--- config.mk ---
export PLATFORM = sky130hd
export DESIGN_NAME = radio_deserializer
export DESIGN_NICKNAME = d
export VERILOG_FILES = /design/src/rtl/radio_deserializer_pkg.sv /design/src/rtl/radio_deserializer_sync_fifo.sv /design/src/rtl/radio_deserializer.sv
export SDC_FILE = /design/constraint.sdc
export NUM_CORES = 1
export LEC_CHECK = 0
export BUFFER_PORTS_ARGS = -buffer_cell sky130_fd_sc_hd__buf_4
export CELL_PAD_IN_SITES_DETAIL_PLACEMENT = 1
export CELL_PAD_IN_SITES_GLOBAL_PLACEMENT = 1
export CORE_MARGIN = 8
export CORE_UTILIZATION = 49
export CTS_CLUSTER_SIZE = 12
export DETAILED_ROUTE_END_ITERATION = 10
export GPL_ROUTABILITY_DRIVEN = 0
export PLACE_DENSITY_LB_ADDON = 0.1
export SLEW_MARGIN = 15
export SYNTH_ARGS = -nofsm -noshare
export SYNTH_HDL_FRONTEND = slang
export SYNTH_SLANG_ARGS = --single-unit
--- constraint.sdc ---
create_clock -name SYS_CLK -period 2.19 [get_ports SYS_CLK]
set_input_delay 0.438 -clock SYS_CLK [delete_from_list [all_inputs] [get_ports SYS_CLK]]
set_output_delay 0.438 -clock SYS_CLK [all_outputs]
set_load 0.005 [all_outputs]
--- src/rtl/radio_deserializer_pkg.sv ---
// Shared framing constants and state encoding for the radio serial link.
// Both the serializer and the deserializer use this package.
package radio_deserializer_pkg;

    localparam int FRAME_BITS = 8;

    typedef enum logic {
        ST_HUNT   = 1'b0,
        ST_LOCKED = 1'b1
    } deser_state_e;

endpackage

--- src/rtl/radio_deserializer_sync_fifo.sv ---
// sync_fifo: single-clock FIFO with a registered head word, synchronous active-low reset.
// A push and a pop in the same cycle are both honoured, even when the FIFO is full.
module sync_fifo
    import radio_deserializer_pkg::*;
#(
    parameter int WIDTH = FRAME_BITS,
    parameter int DEPTH = 4
) (
    input  logic             SYS_CLK,
    input  logic             RST_N,
    input  logic             wr_en,
    input  logic [WIDTH-1:0] wr_data,
    input  logic             rd_en,
    output logic [WIDTH-1:0] rd_data,
    output logic             full,
    output logic             empty
);

    localparam int AW = $clog2(DEPTH);
    localparam logic [AW:0] FULL_CNT = DEPTH[AW:0];

    logic [WIDTH-1:0] mem [DEPTH];
    logic [AW-1:0]    wr_ptr_reg;
    logic [AW-1:0]    rd_ptr_reg;
    logic [AW-1:0]    rd_ptr_inc;
    logic [AW:0]      count_reg;
    logic [WIDTH-1:0] head_reg;
    logic             do_rd;
    logic             do_wr;

    assign do_rd      = rd_en && (count_reg != '0);
    assign do_wr      = wr_en && ((count_reg != FULL_CNT) || do_rd);
    assign rd_ptr_inc = rd_ptr_reg + 1'b1;

    always_ff @(posedge SYS_CLK) begin
        if (do_wr) begin
            mem[wr_ptr_reg] <= wr_data;
        end
    end

    always_ff @(posedge SYS_CLK) begin
        if (!RST_N) begin
            wr_ptr_reg <= '0;
            rd_ptr_reg <= '0;
            count_reg  <= '0;
        end else begin
            if (do_wr) wr_ptr_reg <= wr_ptr_reg + 1'b1;
            if (do_rd) rd_ptr_reg <= rd_ptr_inc;
            case ({do_wr, do_rd})
                2'b10:   count_reg <= count_reg + 1'b1;
                2'b01:   count_reg <= count_reg - 1'b1;
                default: count_reg <= count_reg;
            endcase
        end
    end

    // Head register tracks the next word to present; an incoming word that
    // becomes the head in this cycle bypasses the array.
    always_ff @(posedge SYS_CLK) begin
        if (!RST_N) begin
            head_reg <= '0;
        end else if (do_rd) begin
            if (count_reg == (AW + 1)'(1)) begin
                if (do_wr) head_reg <= wr_data;
            end else begin
                head_reg <= mem[rd_ptr_inc];
            end
        end else if (do_wr && (count_reg == '0)) begin
            head_reg <= wr_data;
        end
    end

    assign rd_data = head_reg;
    assign full    = (count_reg == FULL_CNT);
    assign empty   = (count_reg == '0);

endmodule

--- src/rtl/radio_deserializer.sv ---
// radio_deserializer: recovers 8-bit LSB-first frames from the serial link using SYNC,
// buffers them in sync_fifo. Optional counters under macro RADIO_DESER_STATS_EN.
module radio_deserializer
    import radio_deserializer_pkg::*;
#(
    parameter int FIFO_DEPTH = 4,
    parameter int LOCK_LOSS  = 3
) (
    input  logic                  SYS_CLK,
    input  logic                  RST_N,
    input  logic                  SER_DATA,
    input  logic                  SER_SYNC,
    output logic [FRAME_BITS-1:0] OUT_DATA,
    output logic                  OUT_VALID,
    input  logic                  OUT_READY,
    output logic                  LOCKED,
    output logic                  OVERFLOW
`ifdef RADIO_DESER_STATS_EN
    ,
    output logic [31:0]           FRAME_CNT,
    output logic [15:0]           SYNC_ERR_CNT
`endif
);

    localparam int CW = $clog2(FRAME_BITS);
    localparam int MW = $clog2(LOCK_LOSS + 1);
    localparam logic [CW-1:0] LAST_BIT = CW'(FRAME_BITS - 1);

    deser_state_e          state_reg, state_next;
    logic [CW-1:0]         bit_cnt_reg, bit_cnt_next;
    logic [MW-1:0]         miss_cnt_reg, miss_cnt_next;
    logic [FRAME_BITS-1:0] sr_reg, sr_next;
    logic [FRAME_BITS-1:0] frame_word_reg, frame_word_next;
    logic                  frame_done_reg, frame_done_next;
    logic                  data_reg, sync_reg;
    logic                  overflow_reg;
    logic                  sync_err_evt;
    logic                  fifo_full, fifo_empty;
    logic                  push_ok;

    always_ff @(posedge SYS_CLK) begin
        if (!RST_N) begin
            state_reg      <= ST_HUNT;
            bit_cnt_reg    <= '0;
            miss_cnt_reg   <= '0;
            sr_reg         <= '0;
            frame_word_reg <= '0;
            frame_done_reg <= 1'b0;
            data_reg       <= 1'b0;
            sync_reg       <= 1'b0;
            overflow_reg   <= 1'b0;
        end else begin
            state_reg      <= state_next;
            bit_cnt_reg    <= bit_cnt_next;
            miss_cnt_reg   <= miss_cnt_next;
            sr_reg         <= sr_next;
            frame_word_reg <= frame_word_next;
            frame_done_reg <= frame_done_next;
            data_reg       <= SER_DATA;
            sync_reg       <= SER_SYNC;
            if (frame_done_reg && fifo_full && !OUT_READY) overflow_reg <= 1'b1;
        end
    end

    always_comb begin
        state_next      = state_reg;
        bit_cnt_next    = bit_cnt_reg;
        miss_cnt_next   = miss_cnt_reg;
        sr_next         = sr_reg;
        frame_word_next = frame_word_reg;
        frame_done_next = 1'b0;
        sync_err_evt    = 1'b0;
        case (state_reg)
            ST_HUNT: begin
                if (sync_reg) begin
                    sr_next[0]    = data_reg;
                    bit_cnt_next  = CW'(1);
                    miss_cnt_next = '0;
                    state_next    = ST_LOCKED;
                end
            end
            default: begin
                if (sync_reg && (bit_cnt_reg != '0)) begin
                    // Misplaced marker: abandon the partial frame and realign on it.
                    sr_next[0]    = data_reg;
                    bit_cnt_next  = CW'(1);
                    miss_cnt_next = '0;
                    sync_err_evt  = 1'b1;
                end else begin
                    sr_next[bit_cnt_reg] = data_reg;
                    bit_cnt_next         = bit_cnt_reg + 1'b1;
                    if (bit_cnt_reg == LAST_BIT) begin
                        frame_done_next = 1'b1;
                        frame_word_next = sr_next;
                    end
                    if (bit_cnt_reg == '0) begin
                        if (sync_reg) begin
                            miss_cnt_next = '0;
                        end else begin
                            // Flywheel through missing markers until the loss limit.
                            sync_err_evt = 1'b1;
                            if (miss_cnt_reg == MW'(LOCK_LOSS - 1)) begin
                                state_next    = ST_HUNT;
                                bit_cnt_next  = '0;
                                miss_cnt_next = '0;
                            end else begin
                                miss_cnt_next = miss_cnt_reg + 1'b1;
                            end
                        end
                    end
                end
            end
        endcase
    end

    sync_fifo #(
        .WIDTH (FRAME_BITS),
        .DEPTH (FIFO_DEPTH)
    ) u_fifo (
        .SYS_CLK (SYS_CLK),
        .RST_N   (RST_N),
        .wr_en   (frame_done_reg),
        .wr_data (frame_word_reg),
        .rd_en   (OUT_READY),
        .rd_data (OUT_DATA),
        .full    (fifo_full),
        .empty   (fifo_empty)
    );

    assign push_ok   = frame_done_reg && (!fifo_full || OUT_READY);
    assign OUT_VALID = !fifo_empty;
    assign LOCKED    = (state_reg == ST_LOCKED);
    assign OVERFLOW  = overflow_reg;

`ifdef RADIO_DESER_STATS_EN
    logic [31:0] frame_cnt_reg;
    logic [15:0] sync_err_cnt_reg;

    always_ff @(posedge SYS_CLK) begin
        if (!RST_N) begin
            frame_cnt_reg    <= '0;
            sync_err_cnt_reg <= '0;
        end else begin
            if (push_ok) frame_cnt_reg <= frame_cnt_reg + 1'b1;
            if (sync_err_evt && (sync_err_cnt_reg != 16'hFFFF))
                sync_err_cnt_reg <= sync_err_cnt_reg + 1'b1;
        end
    end

    assign FRAME_CNT    = frame_cnt_reg;
    assign SYNC_ERR_CNT = sync_err_cnt_reg;
`else
    logic stats_unused;
    assign stats_unused = sync_err_evt | push_ok;
`endif

endmodule

==> results.md, run 1 <==
- Share of layout cells above drive strength 1: between 10% and 20%
- Hpwl dp: 4.45 mm
- Multi-input logic area: between 1000 and 1500 sq um
- Max reg flops: 32
- Layout Skew: approximately 0.0087 ns
- DP Area: ~3300 sq um
- Final Max Tran Viols: 0
- Clock Tree Buf Depth: 2
- Reported net switching power: 0.774 mW
- Ys async rst share: 0%
- Fillcell total: between 700 and 800
- Post_cts resized: 0
- Area growth syn-to-layout: 10.7%
- Setup bufs post-CTS: 0
- Initial antenna violation count: 0
- Post-synthesis cell type count: between 40 and 50
- Worst Path Max Fanout: 7
- Vias per cell: roughly 5.5
- Actual slew at the worst max-slew pin: ~0.59 ns
- Mean Syn Cell Area: roughly 12 sq um
- Final period util: slightly above 90%
- Max VDD drop: about 0.41 mV
- Setup slack at placement: about 0.31 ns
- CORE AREA: about 6300 sq um
- CTS Sinks: 73
- Post-synth EDFFs: 32
- CTS root buffer: clkbuf_8
- Leak pwr: 1.34 nW
- FF/Latch Area: roughly 1800 sq um
- Setup WS post-layout: about 0.17 ns
- Mapped Cells: around 270
- Mapped Area: between 3000 and 4000 sq um
- Number of buffers created by CTS: 9
- Int Power: around 2 mW
- Sum Neg Setup Slack: 0 ns
- NumNets Final: 304
- DR pass1 iterations: 4
- Number of global-route vias before repair: about 2100
- Worst slew margin: about 61%
- Max_cap viols: 0
- Reg2reg end: u_fifo.mem[0][6]
- CP Launch Type: register
- Top Ports: 16
- Worst Path Class, Setup: register to output pin
- Num rows: 29
- DRT antenna net count: 0
- Initial Util: about half
- Critical Path RT: 1.75 ns
- Tightest Hold Check Type: input pin to register
- Most common cell after layout, fill and taps aside: dfxtp_1
- Fmax: between 0.4 and 0.5 GHz
- Final hold slack: just over 0.3 ns
- WP data arrival: 1.58 ns
- Post-route DRC: 0
- Sw Ratio: 27.7%
- Sequential share of the synthesized area: roughly 56%
- Highest-count cells in the layout ignoring fill and taps: dfxtp_1 (41), edfxtp_1 (32), nor2_1 (21)
- Routed WL per cell: 17.7 um
- Routed WL: ~6.6 mm
- First-pass GRT wire length: 10.7 mm
- Comb pwr share: between 10% and 20%
- Number of storage elements in the synthesis netlist: 73
- Primary FF master, synth: dfxtp_1
- Mapped Nets: between 200 and 300
- Cell depth of the worst hold path: 2
- Clock power frac: around a third
- Largest net degree at the start of global routing: 26
- Pwr Density: roughly 790 nW/um^2
- Critical Path Sink Type: output pin
- Final Hold Fails: 0
- Worst hold start: SER_DATA
- Hold_buf cts: 0
- Register share of total power: a little over half
- Pwr Total: 2.79 mW
- Status: completed
- Port Buffer Count: 15
- # setup viols final: 0
- RSZ-0062 raised after global routing: false
- YS warnings: 0
- Die area: about 9300 sq um
- Clk Latency, worst-skew pair: 0.34 ns
- Vias: 2028
- Clock Pin Slew Worst Setup and Hold Paths: about 0.080 ns
- R2R Setup Slk: ~0.33 ns
- Starting DRT DRC Count: 62
- Total track usage: about 15%
- CTS tree: built
- Horiz. Die Dim: between 90 and 100 um
- Post-route cell area: 3520 sq um
- R2R Path Start: u_fifo.count_reg[1]
- Number of diodes: 0
- Die Ht: 96.6 um
- Biggest register: u_fifo.mem
- Period minus WS final: just over 2 ns
- H-Tree Depth: 3
- Total congestion overflow: 0
- Worst Reg2Reg Path Length in Cells: 5
- WHS Endpoint: data_reg
## worst max-delay path: stages (launching register included)
cell and delay (ns):
dfxtp_1 0.33, inv_1 0.13, ha_1 0.28, nor2b_2 0.26
inv_2 0.09, buf_4 0.14
## per-stage QoR
stage,cells,util [%]
2_1_floorplan,271,-
6_report,370,55.7
3_5_place_dp,354,53.1
4_1_cts,370,55.7
3_3_place_gp,354,53.1
5_1_grt,370,55.7
## power by group through the flow
stage / combinational, mW / sequential [mW] / clock, mW
floorplan: 0.281 / 1.50 / 0
global placement: 0.344 / 1.54 / 0
detailed placement: 0.351 / 1.54 / 0
CTS: 0.354 / 1.51 / 0.953
global route: 0.386 / 1.52 / 1.01
finish: 0.350 / 1.51 / 0.935
## logic make-up after synthesis
kind of cell             share of synthesized area [%]
AND/OR/NAND/NOR                                   11.3
buffers and inverters                             4.05
AO/OA/AOI/OAI                                     10.5
XOR/XNOR                                          1.10
adder cells (fa/ha/maj)                           4.33
flip-flops                                        56.0
multiplexers                                      12.7
## synthesized netlist by cell type, drive strengths merged (3+ instances only)
cell type	count	area, sq um
dfxtp	41	821
edfxtp	32	961
nor2	21	78.8
mux2i	20	200
inv	18	67.6
o21ai	18	105
nand2	16	60.1
a21oi	15	78.8
ha	11	138
o22ai	9	56.3
buf	8	46.3
mux4	8	180
nand3	8	40.0
and2	7	43.8
clkbuf	4	15.0
nand3b	4	30.0
nor3	3	15.0
## worst max path at each step
stage / startpoint / end / slack [ns] / depth (start not counted)
finish: u_fifo.count_reg[1] / OUT_VALID / 0.17 / 5
global placement: u_fifo.count_reg[0] / u_fifo.mem[0][3] / 0.42 / 5
global route: u_fifo.count_reg[1] / OUT_VALID / 0.1 / 5
detailed placement: u_fifo.count_reg[0] / u_fifo.mem[0][2] / 0.31 / 5
CTS: u_fifo.count_reg[1] / OUT_VALID / 0.16 / 5
floorplan: u_fifo.count_reg[0] / u_fifo.mem[1][0] / 0.59 / 5
## per-layer routing
| layer | global-route usage (%) | wire [um] | part of all wire [%] | vias up |
|---|---|---|---|---|
| met3 | 4.48 | 197 | 3.0 | 7 |
| met5 | 0 | 0 | 0 | - |
| met1 | 19.2 | 3170 | 48 | 980 |
| li1 | - | - | - | 1013 |
| met2 | 25.4 | 3120 | 48 | 28 |
| met4 | 3.78 | 67 | 1.0 | 0 |
## area by class of cell
type,instances,share of cell area (%)
clock buffer,10,3.63
clock inverter,6,1.21
timing repair buffer,18,3.84
tap,77,2.74
inverter,18,1.92
multi-input combinational,168,36.0
sequential,73,50.6
(Power assumes the default switching activity.)
==> run 2, diff against run 1 <==
--- a/config.mk
+++ b/config.mk
@@ -9,7 +9,7 @@
 export CELL_PAD_IN_SITES_DETAIL_PLACEMENT = 1
 export CELL_PAD_IN_SITES_GLOBAL_PLACEMENT = 1
 export CORE_MARGIN = 8
-export CORE_UTILIZATION = 49
+export CORE_UTILIZATION = 53
 export CTS_CLUSTER_SIZE = 12
 export DETAILED_ROUTE_END_ITERATION = 10
 export GPL_ROUTABILITY_DRIVEN = 0
==> constraint.sdc (replaced) <==
create_clock -name SYS_CLK -period 2.6 [get_ports SYS_CLK]
set_input_delay 0.52 -clock SYS_CLK [delete_from_list [all_inputs] [get_ports SYS_CLK]]
set_output_delay 0.52 -clock SYS_CLK [all_outputs]
set_load 0.005 [all_outputs]
==> results.md, run 2 (synthesis results as in run 1) <==
- Number of global-route vias before repair: 2171 (was 2078)
- Number of diodes: 0 (unchanged)
- DR pass1 iterations: 4 (unchanged)
- H-Tree Depth: 3 (unchanged)
- Setup slack at placement: 0.712 ns (was 0.314 ns)
- Post-route DRC: 0 (unchanged)
- Tightest Hold Check Type: input pin to register (unchanged)
- CTS tree: built (unchanged)
- CORE AREA: 5850 sq um (was 6310 sq um)
- Start point of the critical path: u_fifo.count_reg[0] (was u_fifo.count_reg[1])
- Highest-count cells in the layout ignoring fill and taps: dfxtp_1 (41), edfxtp_1 (32), nor2_1 (21) (unchanged)
- Max_cap viols: 0 (unchanged)
- DRT antenna net count: 0 (unchanged)
- CP Launch Type: register (unchanged)
- Worst Reg2Reg Path Length in Cells: 5 (unchanged)
- Routed WL per cell: 18.0 um (was 17.7 um)
- CTS Sinks: 73 (unchanged)
- Fillcell total: 606 (was 705)
- Die Ht: 93.5 um (was 96.6 um)
- Largest stage delay, worst path: 0.34 ns (was 0.33 ns)
- CP max-delay cell: dfxtp_1 (unchanged)
- Critical Path RT: 2.08 ns (was 1.75 ns)
- Actual slew at the worst max-slew pin: 0.611 ns (was 0.587 ns)
- Area growth syn-to-layout: 12.2% (was 10.7%)
- Setup bufs post-CTS: 0 (unchanged)
- Clk Latency, worst-skew pair: 0.35 ns (was 0.34 ns)
- Total track usage: 16.2% (was 15.3%)
- Fmax: approximately 0.47 GHz
- Reg2reg end: u_fifo.mem[1][6] (was u_fifo.mem[0][6])
- Worst Path Max Fanout: 7 (unchanged)
- Setup WS post-layout: 0.462 ns (was 0.173 ns)
- Stages on worst setup path: 5 (unchanged)
- Final Hold Fails: 0 (unchanged)
- RSZ-0062 raised after global routing: false (unchanged)
- WP data arrival: 1.62 ns (was 1.58 ns)
- Initial Util: 54.3% (was 50.4%)
- Critical path buffers and inverters: 3 (unchanged)
- CTS root buffer: clkbuf_8 (unchanged)
- Max reg flops: 32 (unchanged)
- Period minus WS final: between 2 and 2.5 ns
- Initial antenna violation count: 0 (unchanged)
- Worst slew margin: 59.3% (was 60.8%)
- Layout Skew: 0.00807 ns (was 0.00866 ns)
- Total congestion overflow: 0 (unchanged)
- Top Ports: 16 (unchanged)
- # setup viols final: 0 (unchanged)
- Sum Neg Setup Slack: 0 ns (unchanged)
- Pwr Density: 723 nW/um^2 (was 793 nW/um^2)
- Fin util: 60.9% (was 55.7%)
- R2R Path Start: u_fifo.count_reg[0] (was u_fifo.count_reg[1])
- Routed WL: 6.61 mm (was 6.56 mm)
- Number of buffers created by CTS: 9 (unchanged)
- Share of layout cells above drive strength 1: 18.5% (was 18.4%)
- Largest net degree at the start of global routing: 26 (unchanged)
- Status: completed (unchanged)
- Leak pwr: 1.36 nW (was 1.34 nW)
- Clock Pin Slew Worst Setup and Hold Paths: 0.08 ns (about the same)
- Num rows: 28 (was 29)
- Final Max Tran Viols: 0 (unchanged)
- Worst Setup EP: OUT_VALID (unchanged)
- Final period util: just over 80%
- R2R Setup Slk: 0.70 ns (was 0.33 ns)
- Max VDD drop: 0.392 mV (was 0.406 mV)
- Vias per cell: 5.69 (was 5.48)
- Horiz. Die Dim: 93.5 um (was 96.6 um)
- Hold_buf cts: 0 (unchanged)
- Vias: 2087 (was 2028)
- Die area: 8730 sq um (was 9320 sq um)
- Non-filler cells, final: 367 (was 370)
- Crit path cell chain: inv_1, ha_1, nor2b_2, inv_2, buf_4 (unchanged)
- Post_cts resized: 0 (unchanged)
- NumNets Final: 303 (was 304)
- Clock Tree Buf Depth: 2 (unchanged)
- Placed cell count: 351 (was 354)
- Most common cell after layout, fill and taps aside: dfxtp_1 (unchanged)
- Worst Path Class, Setup: register to output pin (unchanged)
- Hpwl dp: 4.64 mm (was 4.45 mm)
- Biggest register: u_fifo.mem (unchanged)
- CP delay by family, top: buffers and inverters (unchanged)
- First-pass GRT wire length: 10.8 mm (was 10.7 mm)
- Starting DRT DRC Count: 78 (was 62)
- Critical Path Sink Type: output pin (unchanged)
- Port Buffer Count: 15 (unchanged)
-- run 2: stage by stage --
step / power, mW / hold slack [ns] / instance area, sq um
global placement: 1.58 / 0.443 / 3340
detailed placement: 1.59 / 0.459 / 3340
floorplan: 1.50 / 0.434 / 3180
global route: 2.68 / 0.378 / 3570
finish: 2.58 / 0.373 / 3570
CTS: 2.60 / 0.361 / 3570
-- run 2: worst min path at each step --
stage | cells after the start | slack, ns | to | start
2_1_floorplan | 2 | 0.43 | sr_reg[1] | sr_reg[1]
3_3_place_gp | 2 | 0.44 | sr_reg[4] | sr_reg[4]
3_5_place_dp | 2 | 0.46 | sr_reg[4] | sr_reg[4]
4_1_cts | 2 | 0.36 | data_reg | SER_DATA
5_1_grt | 2 | 0.38 | data_reg | SER_DATA
6_report | 2 | 0.37 | data_reg | SER_DATA
-- run 2: final cells by class --
type	instances	area, sq um	share of cell area (%)
Clock inverter	7	103	2.88
Clock buffer	9	124	3.47
Inverter	18	67.6	1.89
Timing Repair Buffer	17	128	3.58
Multi-Input combinational cell	168	1270	35.6
Tap cell	75	93.8	2.63
Sequential cell	73	1780	50.0
-- run 2: power breakdown --
part	switching, mW	internal, mW	leakage [nW]
Sequential	0.0509	1.22	0.629
Clock	0.463	0.550	0.104
Combinational	0.165	0.132	0.627
Total	0.679	1.90	1.36
-- run 2: routing by layer --
layer  wire, um  global-route usage (%)
met5          0                       0
met4        136                    7.79
met3        268                    4.89
met2       3190                    26.4
met1       3020                    19.0
-- run 2: worst reg2reg max path, stage by stage, from the launching register on --
cell,delay (ns)
dfxtp_1,0.37
inv_1,0.11
ha_1,0.29
nand2_1,0.15
o21a_1,0.25
and2_1,0.40
==> run 3, diff against run 2 <==
--- a/config.mk
+++ b/config.mk
@@ -9,7 +9,7 @@
 export CELL_PAD_IN_SITES_DETAIL_PLACEMENT = 1
 export CELL_PAD_IN_SITES_GLOBAL_PLACEMENT = 1
 export CORE_MARGIN = 8
-export CORE_UTILIZATION = 53
+export CORE_UTILIZATION = 49
 export CTS_CLUSTER_SIZE = 12
 export DETAILED_ROUTE_END_ITERATION = 10
 export GPL_ROUTABILITY_DRIVEN = 0
==> constraint.sdc (replaced) <==
create_clock -name SYS_CLK -period 2 [get_ports SYS_CLK]
set_input_delay 0.4 -clock SYS_CLK [delete_from_list [all_inputs] [get_ports SYS_CLK]]
set_output_delay 0.4 -clock SYS_CLK [all_outputs]
set_load 0.005 [all_outputs]
==> results.md, run 3 (synthesis results as in run 1) <==
- Initial antenna violation count: 0 (unchanged)
- Worst Path Class, Setup: register to output pin (unchanged)
- Total track usage: 14.7% (was 16.2%)
- Worst Path Max Fanout: 7 (unchanged)
- Share of layout cells above drive strength 1: 19.5% (was 18.5%)
- Largest stage delay, worst path: 0.34 ns (about the same)
- Period minus WS final: ~1.9 ns
- Max reg flops: 32 (unchanged)
- Number of diodes: 0 (unchanged)
- Port Buffer Count: 15 (unchanged)
- Clk Latency, worst-skew pair: 0.34 ns (was 0.35 ns)
- Max VDD drop: 0.479 mV (was 0.392 mV)
- DP Area: 3350 sq um (was 3340 sq um)
- Number of global-route vias before repair: 2105 (was 2171)
- WP data arrival: 1.50 ns (was 1.62 ns)
- Sum Neg Setup Slack: 0 ns (unchanged)
- Final Max Tran Viols: 0 (unchanged)
- Layout Skew: 0.00974 ns (was 0.00807 ns)
- Vias: 2034 (was 2087)
- Critical Path Sink Type: output pin (unchanged)
- CP max-delay cell: dfxtp_1 (unchanged)
- Final Hold Fails: 0 (unchanged)
- H-Tree Depth: 3 (unchanged)
- Initial Util: 50.4% (was 54.3%)
- Fmax: between 0.5 and 0.6 GHz
- Hpwl dp: 4.42 mm (was 4.64 mm)
- CP Launch Type: register (unchanged)
- Tightest Hold Check Type: input pin to register (unchanged)
- Die area: 9320 sq um (was 8730 sq um)
- Horiz. Die Dim: 96.6 um (was 93.5 um)
- Actual slew at the worst max-slew pin: 0.571 ns (was 0.611 ns)
- NumNets Final: 304 (was 303)
- Routed WL: 6.19 mm (was 6.61 mm)
- Num rows: 29 (was 28)
- # setup viols final: 0 (unchanged)
- Post-route cell area: 3600 sq um (was 3570 sq um)
- Total congestion overflow: 0 (unchanged)
- Final period util: between 90% and 100%
- Biggest register: u_fifo.mem (unchanged)
- FF/Latch Area: 1780 sq um (unchanged)
- Largest net degree at the start of global routing: 26 (unchanged)
- Vias per cell: 5.50 (was 5.69)
- First-pass GRT wire length: 10.4 mm (was 10.8 mm)
- Worst slew margin: 61.9% (was 59.3%)
- Number of buffers created by CTS: 9 (unchanged)
- Highest-count cells in the layout ignoring fill and taps: dfxtp_1 (41), edfxtp_1 (32), nor2_1 (21) (unchanged)
- Fillcell total: 671 (was 606)
- DRT antenna net count: 0 (unchanged)
- Top Ports: 16 (unchanged)
- Post-route DRC: 0 (unchanged)
- Leak pwr: 1.39 nW (was 1.36 nW)
- Multi-input logic area: 1280 sq um (was 1270 sq um)
- CORE AREA: 6310 sq um (was 5850 sq um)
- DR pass1 iterations: 4 (unchanged)
- Pwr Density: 951 nW/um^2 (was 723 nW/um^2)
- Starting DRT DRC Count: 53 (was 78)
- Max_cap viols: 0 (unchanged)
- Clock Pin Slew Worst Setup and Hold Paths: 0.08 ns (about the same)
- Routed WL per cell: 16.7 um (was 18.0 um)
- Status: completed (unchanged)
- Most common cell after layout, fill and taps aside: dfxtp_1 (unchanged)
- Die Ht: 96.6 um (was 93.5 um)
- Clock Tree Buf Depth: 2 (unchanged)
- Crit path cell chain: inv_1, ha_2, nor2b_4, inv_2, buf_4 (was inv_1, ha_1, nor2b_2, inv_2, buf_4)
- CTS root buffer: clkbuf_8 (unchanged)
- Area growth syn-to-layout: 13.3% (was 12.2%)
- CTS Sinks: 73 (unchanged)
- Critical Path RT: 1.60 ns (was 2.08 ns)
- CTS tree: built (unchanged)
## run 3: changes by cell type in the layout (fill, tap and decap cells not counted)
| cell | before | now |
|---|---|---|
| and2_1 | 7 | 5 |
| bufinv_16 | 2 | 3 |
| nor2b_2 | 1 | 0 |
| clkinv_4 | 0 | 1 |
| clkbuf_1 | 0 | 1 |
| inv_8 | 1 | 0 |
| clkinvlp_4 | 3 | 1 |
| buf_4 | 17 | 18 |
| nor2b_4 | 0 | 1 |
| ha_2 | 0 | 1 |
| ha_1 | 11 | 10 |
| and2_2 | 0 | 2 |
## run 3: power breakdown
part / internal (mW) / switching (mW) / total [mW]
clock network: 0.836 / 0.543 / 1.38
registers: 1.58 / 0.0666 / 1.65
logic: 0.183 / 0.214 / 0.398
## run 3: worst max-delay path: cells and delay by family, from the launching register on
family        cells  cell delay (ns)
buf+inv           3             0.36
simple gates      1             0.20
flops             1             0.34
fa+ha+maj         1             0.26
## run 3: metrics by stage
stage | setup WS, ns | util, % | hold WS, ns | total power [mW] | cells
floorplan | 0.404 | - | 0.434 | 1.95 | 271
global placement | 0.220 | 53.1 | 0.441 | 2.06 | 354
detailed placement | 0.114 | 53.1 | 0.463 | 2.07 | 354
CTS | 0.0320 | 57.0 | 0.244 | 3.47 | 370
global route | -0.00130 | 57.1 | 0.254 | 3.58 | 370
finish | 0.104 | 57.1 | 0.267 | 3.43 | 370
## run 3: worst paths after layout
check	to	slack, ns	cells past startpoint	startpoint
max	OUT_VALID	0.10	5	u_fifo.count_reg[0]
min	data_reg	0.27	2	SER_DATA
max reg2reg	u_fifo.mem[1][7]	0.18	5	u_fifo.count_reg[0]
min reg2reg	sr_reg[2]	0.46	2	sr_reg[2]
## run 3: what timing repair did
action                                  in CTS  in global routing
buffers inserted                             0                  0
gates resized for setup                      1                  3
endpoints found under the setup margin       1                 33
hold buffers                                 0                  0
## run 3: cell type report
type                    count  area share, %
repair buffers             18           3.75
flip-flops and latches     73           49.5
well taps                  77           2.67
multi-input cells         168           35.5
clock inverters             6           3.20
clock buffers              10           3.54
inverters                  18           1.88
## run 3: layer usage
metal	track usage [%]	part of all wire (%)	up-vias
met1	18.5	48	993
met4	6.81	1.7	0
li1	-	-	1008
met3	3.48	3.0	10
met2	23.4	48	23
met5	0	0	-
